--- config.mk ---
export PLATFORM = sky130hd
export DESIGN_NAME = fetch_pc_unit_flat
export DESIGN_NICKNAME = d
export VERILOG_FILES = /design/src/rtl/fetch_pc_unit_if.sv /design/src/rtl/fetch_pc_unit.sv /design/src/flat_wrapper.sv
export SDC_FILE = /design/constraint.sdc
export NUM_CORES = 1
export LEC_CHECK = 0
export BUFFER_PORTS_ARGS = -buffer_cell sky130_fd_sc_hd__buf_2
export CORE_MARGIN = 3
export CORE_UTILIZATION = 35
export DETAILED_ROUTE_END_ITERATION = 12
export SETUP_SLACK_MARGIN = 0.3
export SYNTH_ARGS = -nofsm -noshare
export SYNTH_HDL_FRONTEND = slang
export SYNTH_SLANG_ARGS = --single-unit
--- constraint.sdc ---
create_clock -name clk -period 4.5 [get_ports clk]
set_input_delay 0.225 -clock clk [delete_from_list [all_inputs] [get_ports clk]]
set_output_delay 0.225 -clock clk [all_outputs]
set_load 0.02 [all_outputs]
--- src/rtl/fetch_pc_unit_if.sv ---
// Instruction-memory request/acknowledge bus between the fetch stage and imem.
interface fetch_pc_unit_if;
    logic        imem_req;
    logic [31:0] imem_addr;
    logic        imem_ack;
    logic [31:0] imem_rdata;

    // Fetch side: issues requests, receives the acknowledged word.
    modport master (
        output imem_req,
        output imem_addr,
        input  imem_ack,
        input  imem_rdata
    );

    // Memory side: accepts requests, returns the word with ack.
    modport slave (
        input  imem_req,
        input  imem_addr,
        output imem_ack,
        output imem_rdata
    );
endinterface

--- src/rtl/fetch_pc_unit.sv ---
// fetch_pc_unit: RV32I program counter and instruction-fetch stage.
// Optional feature macro: FETCH_MISALIGN_TRAP_EN (trap on misaligned next PC;
// when undefined, next_pc[1:0] is forced to 00 and misalign_o is tied low).
module fetch_pc_unit #(
    parameter logic [31:0] RESET_PC = 32'h0000_0000
) (
    input  logic            clk,
    input  logic            rst_n,
    fetch_pc_unit_if.master imem,
    input  logic            branch_taken_i,
    input  logic            is_branch_i,
    input  logic            is_jal_i,
    input  logic            is_jalr_i,
    input  logic [31:0]     imm_i,
    input  logic [31:0]     rs1_val_i,
    input  logic            instr_done_i,
    output logic [31:0]     instr_o,
    output logic            instr_valid_o,
    output logic [31:0]     pc_o,
    output logic [31:0]     pc_plus4_o,
    output logic            misalign_o
);

    localparam int unsigned XLEN = 32;
    localparam logic [XLEN-1:0] NOP_INSTR = 32'h0000_0013;

`ifdef FETCH_MISALIGN_TRAP_EN
    typedef enum logic [1:0] {S_IDLE, S_REQ, S_HOLD, S_TRAP} state_e;
`else
    typedef enum logic [1:0] {S_IDLE, S_REQ, S_HOLD} state_e;
`endif

    state_e          state_q, state_d;
    logic [XLEN-1:0] pc_q, pc_d;
    logic [XLEN-1:0] pc_plus4_q, pc_plus4_d;
    logic [XLEN-1:0] instr_q, instr_d;
    logic            instr_valid_q, instr_valid_d;
    logic            imem_req_q, imem_req_d;
    logic [XLEN-1:0] imem_addr_q, imem_addr_d;
    logic [XLEN-1:0] next_pc_c;
`ifdef FETCH_MISALIGN_TRAP_EN
    logic            misalign_q, misalign_d;
`endif

    // Next-PC selection: JALR > JAL > taken branch > fall-through, all mod 2^32.
    always_comb begin
        logic [XLEN-1:0] target;
        target = XLEN'(pc_q + 32'd4);
        if (is_jalr_i) begin
            target = XLEN'(rs1_val_i + imm_i) & ~32'h1;
        end else if (is_jal_i) begin
            target = XLEN'(pc_q + imm_i);
        end else if (is_branch_i && branch_taken_i) begin
            target = XLEN'(pc_q + imm_i);
        end
`ifdef FETCH_MISALIGN_TRAP_EN
        next_pc_c = target;
`else
        next_pc_c = {target[XLEN-1:2], 2'b00};
`endif
    end

    // State register; reset abandons any outstanding request at once.
    always_ff @(posedge clk or negedge rst_n) begin
        if (!rst_n) begin
            state_q       <= S_IDLE;
            pc_q          <= RESET_PC;
            pc_plus4_q    <= XLEN'(RESET_PC + 32'd4);
            instr_q       <= NOP_INSTR;
            instr_valid_q <= 1'b0;
            imem_req_q    <= 1'b0;
            imem_addr_q   <= RESET_PC;
`ifdef FETCH_MISALIGN_TRAP_EN
            misalign_q    <= 1'b0;
`endif
        end else begin
            state_q       <= state_d;
            pc_q          <= pc_d;
            pc_plus4_q    <= pc_plus4_d;
            instr_q       <= instr_d;
            instr_valid_q <= instr_valid_d;
            imem_req_q    <= imem_req_d;
            imem_addr_q   <= imem_addr_d;
`ifdef FETCH_MISALIGN_TRAP_EN
            misalign_q    <= misalign_d;
`endif
        end
    end

    // Next-state and registered-output logic for the fetch sequence.
    always_comb begin
        state_d       = state_q;
        pc_d          = pc_q;
        pc_plus4_d    = pc_plus4_q;
        instr_d       = instr_q;
        instr_valid_d = instr_valid_q;
        imem_req_d    = imem_req_q;
        imem_addr_d   = imem_addr_q;
`ifdef FETCH_MISALIGN_TRAP_EN
        misalign_d    = misalign_q;
`endif
        case (state_q)
            S_IDLE: begin
                state_d       = S_REQ;
                imem_req_d    = 1'b1;
                imem_addr_d   = pc_q;
                instr_valid_d = 1'b0;
            end
            S_REQ: begin
                if (imem.imem_ack) begin
                    instr_d       = imem.imem_rdata;
                    instr_valid_d = 1'b1;
                    imem_req_d    = 1'b0;
                    state_d       = S_HOLD;
                end
            end
            S_HOLD: begin
                if (instr_done_i) begin
                    instr_valid_d = 1'b0;
`ifdef FETCH_MISALIGN_TRAP_EN
                    if (next_pc_c[1:0] != 2'b00) begin
                        // PC stays on the faulting instruction; no further fetch.
                        misalign_d = 1'b1;
                        imem_req_d = 1'b0;
                        state_d    = S_TRAP;
                    end else
`endif
                    begin
                        pc_d        = next_pc_c;
                        pc_plus4_d  = XLEN'(next_pc_c + 32'd4);
                        imem_addr_d = next_pc_c;
                        imem_req_d  = 1'b1;
                        state_d     = S_REQ;
                    end
                end
            end
`ifdef FETCH_MISALIGN_TRAP_EN
            S_TRAP: begin
                misalign_d    = 1'b1;
                imem_req_d    = 1'b0;
                instr_valid_d = 1'b0;
            end
`endif
            default: begin
                state_d    = S_IDLE;
                imem_req_d = 1'b0;
            end
        endcase
    end

    // Output drive from registers.
    assign imem.imem_req   = imem_req_q;
    assign imem.imem_addr  = imem_addr_q;
    assign instr_o         = instr_q;
    assign instr_valid_o   = instr_valid_q;
    assign pc_o            = pc_q;
    assign pc_plus4_o      = pc_plus4_q;
`ifdef FETCH_MISALIGN_TRAP_EN
    assign misalign_o      = misalign_q;
`else
    assign misalign_o      = 1'b0;
`endif

endmodule

--- src/flat_wrapper.sv ---
// flat-port wrapper written by rule: the top's interface ports become plain ports
module fetch_pc_unit_flat 
#(
    parameter logic [31:0] RESET_PC = 32'h0000_0000
)
  (clk, rst_n, branch_taken_i, is_branch_i, is_jal_i, is_jalr_i, imm_i, rs1_val_i, instr_done_i, instr_o, instr_valid_o, pc_o, pc_plus4_o, misalign_o, imem_imem_req, imem_imem_addr, imem_imem_ack, imem_imem_rdata);
  fetch_pc_unit_if imem_i ();
  input  logic clk;
  input  logic rst_n;
  input  logic branch_taken_i;
  input  logic is_branch_i;
  input  logic is_jal_i;
  input  logic is_jalr_i;
  input  logic [31:0] imm_i;
  input  logic [31:0] rs1_val_i;
  input  logic instr_done_i;
  output logic [31:0] instr_o;
  output logic instr_valid_o;
  output logic [31:0] pc_o;
  output logic [31:0] pc_plus4_o;
  output logic misalign_o;
  output wire logic [$bits(imem_i.imem_req)-1:0] imem_imem_req;
  output wire logic [$bits(imem_i.imem_addr)-1:0] imem_imem_addr;
  input wire logic [$bits(imem_i.imem_ack)-1:0] imem_imem_ack;
  input wire logic [$bits(imem_i.imem_rdata)-1:0] imem_imem_rdata;
  assign imem_imem_req = imem_i.imem_req;
  assign imem_imem_addr = imem_i.imem_addr;
  assign imem_i.imem_ack = imem_imem_ack;
  assign imem_i.imem_rdata = imem_imem_rdata;
  fetch_pc_unit #(.RESET_PC(RESET_PC)) u_core (.clk(clk), .rst_n(rst_n), .imem(imem_i), .branch_taken_i(branch_taken_i), .is_branch_i(is_branch_i), .is_jal_i(is_jal_i), .is_jalr_i(is_jalr_i), .imm_i(imm_i), .rs1_val_i(rs1_val_i), .instr_done_i(instr_done_i), .instr_o(instr_o), .instr_valid_o(instr_valid_o), .pc_o(pc_o), .pc_plus4_o(pc_plus4_o), .misalign_o(misalign_o));
endmodule
==> qor.txt, run 1 <==
First-pass DRT Iterations -> 5
Yosys top cell area share -> 29.4%
Max-Cap Viols -> 0
CP Launch Type -> flop
Crit Path Class -> flop to flop
Register Area -> 0.00313 mm2
Initial Util -> 35.7%
Max-slew headroom -> 31.6%
worst reg-to-reg path cell count -> 13
Max clock buf depth -> 2
status -> finished, final reports clean
Final HPWL DP -> 28.0 mm
busiest grt layer -> met2
top-count cell post-synth -> nand2_1
Worst-Margin Slew -> 1.02 ns
ys async rst share -> 100%
Final period util -> 88.2%
CP max stage delay -> 0.47 ns
Fmax achieved -> 252 MHz
clock slew seen by the registers of the worst setup and hold paths -> 0.07 ns
ant diodes -> 0
hold-critical path depth -> 2
Hold Fails Final Rpt -> 0
GP Congestion -> 0.938
row cnt -> 62
Synth Flop Type -> dfrtp_1
Lkg Pwr -> 5.67 nW
Post-CTS Setup Inserts -> 0
all-layer global routing usage -> 21.5%
Max VDD drop -> 0.283 mV
Vias/cell -> 5.52
number of global-route vias before repair -> 9,488
Clock Root Buffer -> clkbuf_16
Hold Path Sink -> u_core.instr_o[22]
PD cells -> 651 mW/mm2
GRT met3 Usage -> 2.87%
reg2reg setup slack -> 0.53 ns
Hold Path Class -> input pin to flop
synth cell count leaders -> 184 x nand2_1, 121 x dfrtp_1, 98 x o21ai_0
Core Region -> 0.0289 mm2
Worst Path Buf+Inv -> 0
ranking of synthesized cells by area -> dfrtp_1 29%, ha_1 7.4%, nand2_1 6.7%, o21ai_0 4.8%, a21oi_1 4.2%
Die Area -> 0.0315 mm2
synthesis warning total -> 0
H-tree depth -> 4
Worst R2R End -> u_core.pc_plus4_o[30]
EDFF count, synth -> 0
fin. max-slew vios -> 0
dominant cell type by area after synthesis -> dfrtp_1
DR iter-0 viols -> 656
Routed Antenna Nets -> 0
drt total wl -> 34.8 mm
Synth Register Bits -> 125
Crit Reg-Reg Startpoint -> u_core.pc_o[2]
worst path cell trace -> ha_1 > fa_1 > a21o_1 > nand4_1 > a21oi_2 > o21a_1 > o31ai_1 > a32o_1 > nor4b_4 > nand4_4 > nor4_2 > mux2i_1 > nand2_1
GRT Residual Overflow -> 0
share of layout cells above drive strength 1 -> 26.5%
post-synthesis sequential area ratio -> 30.5%
multi-input logic area -> 0.00682 mm2
Top-Level Pins -> 235
post-synth cell types -> 100
chip width -> 177 um
Setup Viol. Count Final -> 0
antenna violations before repair -> 0
clk sinks -> 125
skew final -> 0.0148 ns
drt drc -> 0
Critical Path RT -> 4.80 ns
# fillers -> 2,992
worst hold start -> imem_imem_rdata[22]
CTS tree -> built
RSZ-0062 raised after global routing -> false
min Tclk post-route -> 3.97 ns
P&R area growth vs syn -> 21.1%
vias post-DR -> 10,100
met1 usage -> 31.6%
CTS Buf Count -> 17
synthesized area -> 0.0103 mm2
Crit path max-delay family -> simple AND/OR/NAND/NOR gates
Syn Area/Cell -> 8.39 um2
Syn Inst Count -> 1,226
Critical Path End Type -> flop
pin count of the biggest net entering global routing -> 83
Critical Path AT -> 4.27 ns
DR WL/cell -> 18.9 um
Placed Area -> 0.0118 mm2
Die Height -> 177 um
port bufs -> 227
grt met2 use -> 33.5%
Nets -> 1,607
CP max-delay cell -> dfrtp_1
Skew-Pair Late Insertion Delay -> 0.42 ns
crit-path max FO -> 8
global-route wire length before repair -> 53.3 mm
fin area -> 0.0125 mm2
post-route setup TNS -> 0 ns
## logic make-up (layout without fill, tap and decap cells)
family / count (synthesis) / after routing / synth area share [%]
compound gates: 377 / 377 / 24.7
xor+xnor: 82 / 82 / 6.98
fa+ha+maj: 62 / 62 / 7.61
buf+inv: 89 / 311 / 3.87
flops: 125 / 125 / 30.5
mux: 45 / 45 / 4.79
other cells: 1 / 7 / 0.0364
simple gates: 445 / 445 / 21.5
## power breakdown
part,leakage (nW),total [mW],internal (mW),switching (mW)
combinational,3.85,4.66,1.68,2.98
clock,0.277,1.32,0.785,0.539
sequential,1.55,2.14,1.65,0.483
## per-stage QoR
| step | hold WS (ns) | utilization, % | power [mW] | setup slack (ns) | std cells |
|---|---|---|---|---|---|
| 2_1_floorplan | -0.0706 | - | 5.19 | 1.00 | 1232 |
| 3_3_place_gp | 0.397 | 41.0 | 6.70 | 0.660 | 1804 |
| 3_5_place_dp | 0.399 | 41.0 | 6.77 | 0.571 | 1804 |
| 4_1_cts | 0.0264 | 43.1 | 8.12 | 0.591 | 1838 |
| 5_1_grt | 0.0200 | 43.2 | 8.71 | 0.327 | 1838 |
| 6_report | 0.0405 | 43.2 | 8.12 | 0.532 | 1838 |
## cell usage in the layout, fill, tap and decap left out, types with 10 or more instances in the layout
cell type  synthesis  layout
nand4_1           24      24
o21ai_1           25      24
dfrtp_1          121     121
o21ai_0           98      98
o211ai_1          10      10
clkbuf_16          0      17
buf_2             14     226
a21o_1            21      21
mux2_2            33      33
a211oi_1          13      12
xnor2_1           33      33
or3_1             12      12
ha_1              61      61
nor2_1            88      88
buf_4             10      30
xor2_1            49      49
nor3_1            21      21
inv_1             21      21
nand2_1          184     183
o21a_1            10      10
and3_1            11      11
nand3_1           35      35
a22oi_1           17      17
a21oi_1           86      86
mux2i_1           11      11
a31oi_1           10      10
## how the worst max path moves through the flow
stage	from	endpoint	slack, ns	cells past startpoint
2_1_floorplan	u_core.pc_o[2]	u_core.pc_plus4_o[30]	1.00	13
3_3_place_gp	imm_i[17]	u_core.pc_plus4_o[29]	0.66	13
3_5_place_dp	imm_i[21]	u_core.pc_plus4_o[29]	0.57	13
4_1_cts	u_core.pc_o[2]	u_core.pc_plus4_o[30]	0.59	13
5_1_grt	u_core.pc_o[20]	u_core.pc_plus4_o[31]	0.33	12
6_report	u_core.pc_o[2]	u_core.pc_plus4_o[30]	0.53	13
## metal layers
layer	wire, um	vias up
li1	-	4939
met1	16700	4786
met2	15100	392
met3	2610	27
met4	363	0
met5	0	-
## timing repair
action,CTS,global route
setup endpoints to repair,0,3
hold endpoints to repair,63,0
resized for setup,0,3
hold buffers,2,0
## cell type report
cell class                      count  area share, %
Clock buffer                       18           3.52
Clock inverter                     14           1.10
Inverter                           21          0.633
Multi-Input combinational cell   1018           54.7
Sequential cell                   125           25.1
Tap cell                          384           3.86
Timing Repair Buffer              258           11.0
## registers in the layout, summed over array words and instances, names as in the netlist
signal	cells
u_core.instr_valid_o	1
u_core.state_q	2
u_core.pc_o	30
u_core.instr_o	32
u_core.pc_plus4_o	30
u_core.imem.imem_addr	30
## worst register-to-register path: stages (launching register included)
cell and delay [ns]:
dfrtp_1 0.47, ha_1 0.27, fa_1 0.42, a21o_1 0.22
nand4_1 0.14, a21oi_2 0.13, o21a_1 0.20, o31ai_1 0.35
a32o_1 0.26, nor4b_4 0.46, nand4_4 0.26, nor4_2 0.37
mux2i_1 0.23, nand2_1 0.07
Note: power is estimated with default switching activity, not from simulation.
==> inputs of run 2 (changes only) <==
--- a/config.mk
+++ b/config.mk
@@ -7,7 +7,7 @@
 export LEC_CHECK = 0
 export BUFFER_PORTS_ARGS = -buffer_cell sky130_fd_sc_hd__buf_2
 export CORE_MARGIN = 3
-export CORE_UTILIZATION = 35
+export CORE_UTILIZATION = 40
 export DETAILED_ROUTE_END_ITERATION = 12
 export SETUP_SLACK_MARGIN = 0.3
 export SYNTH_ARGS = -nofsm -noshare
==> qor.txt, run 2 (synthesis gave the netlist of run 1 again) <==
status -> finished, final reports clean
number of global-route vias before repair -> 9,539
worst path cell trace -> ha_1 > a21oi_1 > o21ai_0 > a211oi_1 > a21oi_2 > a21oi_1 > xor2_1 > a221oi_2 > nand2_1 > or3_1 > o31a_1 > o31ai_1
worst hold start -> imem_imem_rdata[29]
Die Height -> 166 um
Nets -> 1,610
most common library cell in the layout ignoring fill and taps -> buf_2
Critical Path AT -> 4.33 ns
Max-slew headroom -> 30.1%
Crit path max-delay family -> compound AO/OA/AOI/OAI gates
Critical Path RT -> 4.80 ns
Hold Path Sink -> u_core.instr_o[29]
Max VDD drop -> 0.476 mV
final setup margin -> 0.477 ns
row cnt -> 58
DR iter-0 viols -> 794
drt drc -> 0
number of flip-flops in the largest register -> 32
post-route setup TNS -> 0 ns
Place WS -> 0.485 ns
Max clock buf depth -> 2
crit-path max FO -> 10
Routed Antenna Nets -> 0
Clock power frac -> 16.4%
global-route wire length before repair -> 54.3 mm
GRT Residual Overflow -> 0
CP max-delay cell -> dfrtp_1
Sw Ratio -> 49.4%
H-tree depth -> 4
Critical Path End Type -> flop
chip width -> 166 um
fin. max-slew vios -> 0
Worst R2R End -> u_core.pc_plus4_o[29]
Crit Reg-Reg Startpoint -> u_core.pc_o[20]
CP max stage delay -> 0.49 ns
antenna violations before repair -> 0
Int Pwr -> 4.13 mW
Seq pwr share -> 25.8%
Hold Path Class -> input pin to flop
Clock Root Buffer -> clkbuf_16
RSZ-0062 raised after global routing -> true
hold-critical path depth -> 2
Crit Path Class -> flop to flop
all-layer global routing usage -> 24.3%
Initial Util -> 40.7%
Final Total Pwr -> 8.16 mW
reg2reg setup slack -> 0.48 ns
share of layout cells above drive strength 1 -> 26.6%
Setup Viol. Count Final -> 0
PD cells -> 658 mW/mm2
First-pass DRT Iterations -> 5
Max-Cap Viols -> 0
clock slew seen by the registers of the worst setup and hold paths -> 0.06 ns
Final period util -> 89.4%
CTS tree -> built
Sw Pwr -> 4.03 mW
most frequent cells in the layout -> 226 x buf_2, 183 x nand2_1, 121 x dfrtp_1
post-placement cell count -> 1,753
vias post-DR -> 10,100
CP Launch Type -> flop
Lkg Pwr -> 5.66 nW
# fillers -> 2,449
cell mode on critical path -> a21oi_1
min Tclk post-route -> 4.02 ns
Skew-Pair Late Insertion Delay -> 0.42 ns
port bufs -> 227
Vias/cell -> 5.64
DR WL/cell -> 19.4 um
Post-Route Utilization -> 49.1%
skew final -> 0.0112 ns
P&R area growth vs syn -> 20.6%
Hold Fails Final Rpt -> 0
drt total wl -> 34.6 mm
Gate power share -> 57.8%
Final HPWL DP -> 27.8 mm
Worst-Margin Slew -> 1.05 ns
Die Area -> 0.0277 mm2
GP Congestion -> 0.934
CTS Buf Count -> 17
Top-Level Pins -> 235
ant diodes -> 0
clk sinks -> 125
pin count of the biggest net entering global routing -> 79
Core Region -> 0.0253 mm2
Worst Path Buf+Inv -> 0
final cell count without fillers -> 1,787
Fmax achieved -> 249 MHz
worst reg-to-reg path cell count -> 12
Critical Path Start -> u_core.pc_o[20]
run 2: cell types whose count changed in the layout (fill, tap and decap cells not counted), sizes merged:
cell | before | now
inv | 25 | 27
buf | 256 | 259
clkbuf | 18 | 17
clkinv | 6 | 5
run 2: worst max path at each step:
stage                                       end  slack [ns]  cells past startpoint
after floorplan           u_core.pc_plus4_o[30]        1.00                     13
after global placement    u_core.pc_plus4_o[29]        0.62                     13
after detailed placement  u_core.pc_plus4_o[29]        0.48                     13
after CTS                 u_core.pc_plus4_o[29]        0.54                     12
after global routing      u_core.pc_plus4_o[29]        0.29                     12
final                     u_core.pc_plus4_o[29]        0.48                     12
run 2: final cells by class:
cell class / count / area [um2] / area share [%]
Clock buffer: 17 / 425 / 3.43
Clock inverter: 15 / 154 / 1.24
Inverter: 21 / 78.8 / 0.635
Multi-Input combinational cell: 1018 / 6800 / 54.8
Sequential cell: 125 / 3130 / 25.2
Tap cell: 330 / 413 / 3.33
Timing Repair Buffer: 261 / 1410 / 11.4
run 2: repair_timing:
item / 4_1_cts / 5_1_grt
hold buffers: 2 / 0
gates resized for setup: 0 / 2
hold endpoints to repair: 15 / 0
setup buffers: 0 / 0
endpoints found under the setup margin: 0 / 3
run 2: metrics by stage:
step                      cell area [um2]  hold WS, ns
after detailed placement            11800        0.103
after global routing                12400       0.0269
after floorplan                     10300      -0.0706
final                               12400       0.0386
after global placement              11800       0.0991
after CTS                           12400       0.0254
run 2: metal layers:
layer	track usage, %	up-vias	part of all wire, %
li1	-	4940	-
met3	3.45	26	6.8
met2	36.6	393	43
met1	37.3	4718	49
met5	0	-	0
met4	4.52	0	1.3
run 2: power groups by stage:
| stage | sequential [mW] | clock (mW) | combinational [mW] |
|---|---|---|---|
| after global routing | 2.18 | 1.42 | 5.16 |
| after global placement | 2.09 | 0 | 4.67 |
| after floorplan | 2.68 | 0 | 2.52 |
| after CTS | 2.10 | 1.36 | 4.70 |
| final | 2.11 | 1.34 | 4.72 |
| after detailed placement | 2.11 | 0 | 4.69 |
run 2: worst register-to-register path, cell delays in order (launching register included):
cell	delay [ns]
dfrtp_1	0.49
ha_1	0.46
a21oi_1	0.31
o21ai_0	0.21
a211oi_1	0.42
a21oi_2	0.18
a21oi_1	0.20
xor2_1	0.12
a221oi_2	0.48
nand2_1	0.16
or3_1	0.36
o31a_1	0.30
o31ai_1	0.22
==> inputs of run 3 (changes only) <==
--- a/config.mk
+++ b/config.mk
@@ -8,7 +8,9 @@
 export BUFFER_PORTS_ARGS = -buffer_cell sky130_fd_sc_hd__buf_2
 export CORE_MARGIN = 3
 export CORE_UTILIZATION = 40
+export CTS_CLUSTER_DIAMETER = 120
 export DETAILED_ROUTE_END_ITERATION = 12
+export MAX_ROUTING_LAYER = met4
 export SETUP_SLACK_MARGIN = 0.3
 export SYNTH_ARGS = -nofsm -noshare
 export SYNTH_HDL_FRONTEND = slang
==> qor.txt, run 3 (synthesis gave the netlist of run 1 again) <==
status -> finished, final reports clean
fin. max-slew vios -> 0
Crit Path Class -> flop to flop
most common library cell in the layout ignoring fill and taps -> buf_2
Max-slew headroom -> 29.0%
Core Region -> 0.0253 mm2
Top-Level Pins -> 235
First-pass DRT Iterations -> 5
Routed Antenna Nets -> 0
port bufs -> 227
Critical Path End Type -> flop
Vias/cell -> 5.67
PD cells -> 667 mW/mm2
CTS Buf Count -> 17
Final HPWL DP -> 28.1 mm
Final period util -> 87.7%
Fmax achieved -> 253 MHz
Setup Viol. Count Final -> 0
Nets -> 1,613
Lkg Pwr -> 5.71 nW
GRT Residual Overflow -> 0
GP Congestion -> 0.896
pin count of the biggest net entering global routing -> 74
share of layout cells above drive strength 1 -> 27.1%
most frequent cells in the layout -> 226 x buf_2, 183 x nand2_1, 121 x dfrtp_1
Hold Fails Final Rpt -> 0
multi-input logic area -> 0.00682 mm2
Max-Cap Viols -> 0
RSZ-0062 raised after global routing -> false
CP Launch Type -> flop
Register Area -> 0.00313 mm2
# fillers -> 2,521
Max VDD drop -> 0.419 mV
drt drc -> 0
P&R area growth vs syn -> 21.6%
DR iter-0 viols -> 877
drt total wl -> 35.1 mm
min Tclk post-route -> 3.95 ns
Worst-Margin Slew -> 1.06 ns
number of global-route vias before repair -> 9,641
antenna violations before repair -> 0
vias post-DR -> 10,100
skew final -> 0.00977 ns
Skew-Pair Late Insertion Delay -> 0.41 ns
clock slew seen by the registers of the worst setup and hold paths -> 0.06 ns
Critical Path AT -> 4.25 ns
Critical Path RT -> 4.80 ns
global-route wire length before repair -> 55.2 mm
Die Height -> 166 um
chip width -> 166 um
Post-CTS Setup Inserts -> 0
Die Area -> 0.0277 mm2
row cnt -> 58
Hold WS -> 0.0185 ns
number of flip-flops in the largest register -> 32
DR WL/cell -> 19.6 um
clk sinks -> 125
post-route setup TNS -> 0 ns
Max clock buf depth -> 2
ant diodes -> 0
all-layer global routing usage -> 25.5%
Clock Root Buffer -> clkbuf_16
Initial Util -> 40.7%
H-tree depth -> 4
crit-path max FO -> 8
Hold Path Class -> input pin to flop
CTS tree -> built
[run 3: timing repair]
action / CTS / global route
setup endpoints to repair: 0 / 3
resized for setup: 0 / 7
endpoints found under the hold margin: 42 / 0
hold buffers: 1 / 0
[run 3: layout make-up]
| cell class | instances | share of cell area [%] |
|---|---|---|
| Inverter | 21 | 0.630 |
| Tap cell | 330 | 3.30 |
| Clock buffer | 17 | 3.40 |
| Sequential cell | 125 | 25.0 |
| Clock inverter | 15 | 1.68 |
| Multi-Input combinational cell | 1018 | 54.5 |
| Timing Repair Buffer | 264 | 11.4 |
[run 3: path summary, 6_finish.rpt]
check / from / endpoint / slack [ns] / depth (start not counted)
max in group asynchronous: rst_n / u_core.pc_o[26] / 3.08 / 3
hold reg to reg: u_core.imem.imem_addr[24] / u_core.imem.imem_addr[24] / 0.47 / 2
setup / recovery: u_core.pc_o[3] / u_core.pc_plus4_o[29] / 0.55 / 12
min in group asynchronous: rst_n / u_core.instr_o[10] / 0.37 / 2
setup reg to reg: u_core.pc_o[3] / u_core.pc_plus4_o[29] / 0.55 / 12
hold / removal: imem_imem_ack / u_core.state_q[0] / 0.02 / 2
[run 3: layer usage]
| metal | vias up | global-route usage (%) | wire length, um |
|---|---|---|---|
| li1 | 4951 | - | - |
| met1 | 4827 | 37.5 | 16900 |
| met2 | 346 | 38.2 | 15300 |
| met3 | 25 | 3.57 | 2430 |
| met4 | 0 | 4.30 | 386 |
| met5 | - | - | 0 |
[run 3: metrics by stage]
| stage | cells | worst slack, ns | total power, mW | instance area (um2) | utilization (%) |
|---|---|---|---|---|---|
| 2_1_floorplan | 1232 | 1.00 | 5.19 | 10300 | - |
| 3_3_place_gp | 1757 | 0.545 | 6.80 | 11800 | 46.9 |
| 3_5_place_dp | 1757 | 0.472 | 6.84 | 11800 | 46.9 |
| 4_1_cts | 1790 | 0.356 | 8.33 | 12500 | 49.4 |
| 5_1_grt | 1790 | 0.301 | 8.95 | 12500 | 49.5 |
| 6_report | 1790 | 0.553 | 8.34 | 12500 | 49.5 |
[run 3: worst max-delay path, stage by stage (launching register included)]
cell	delay (ns)
dfrtp_1	0.49
ha_1	0.35
a211oi_1	0.10
o21bai_2	0.35
o211ai_2	0.19
o41ai_2	0.53
o21ai_2	0.09
xnor2_1	0.19
o221ai_2	0.29
nand3_2	0.25
or3_1	0.43
o31a_1	0.30
o31ai_1	0.26
[run 3: power by group]
| part | leakage, nW | total, mW | switching (mW) | internal [mW] |
|---|---|---|---|---|
| Clock | 0.305 | 1.46 | 0.524 | 0.936 |
| Combinational | 3.86 | 4.79 | 3.07 | 1.72 |
| Sequential | 1.55 | 2.10 | 0.444 | 1.65 |
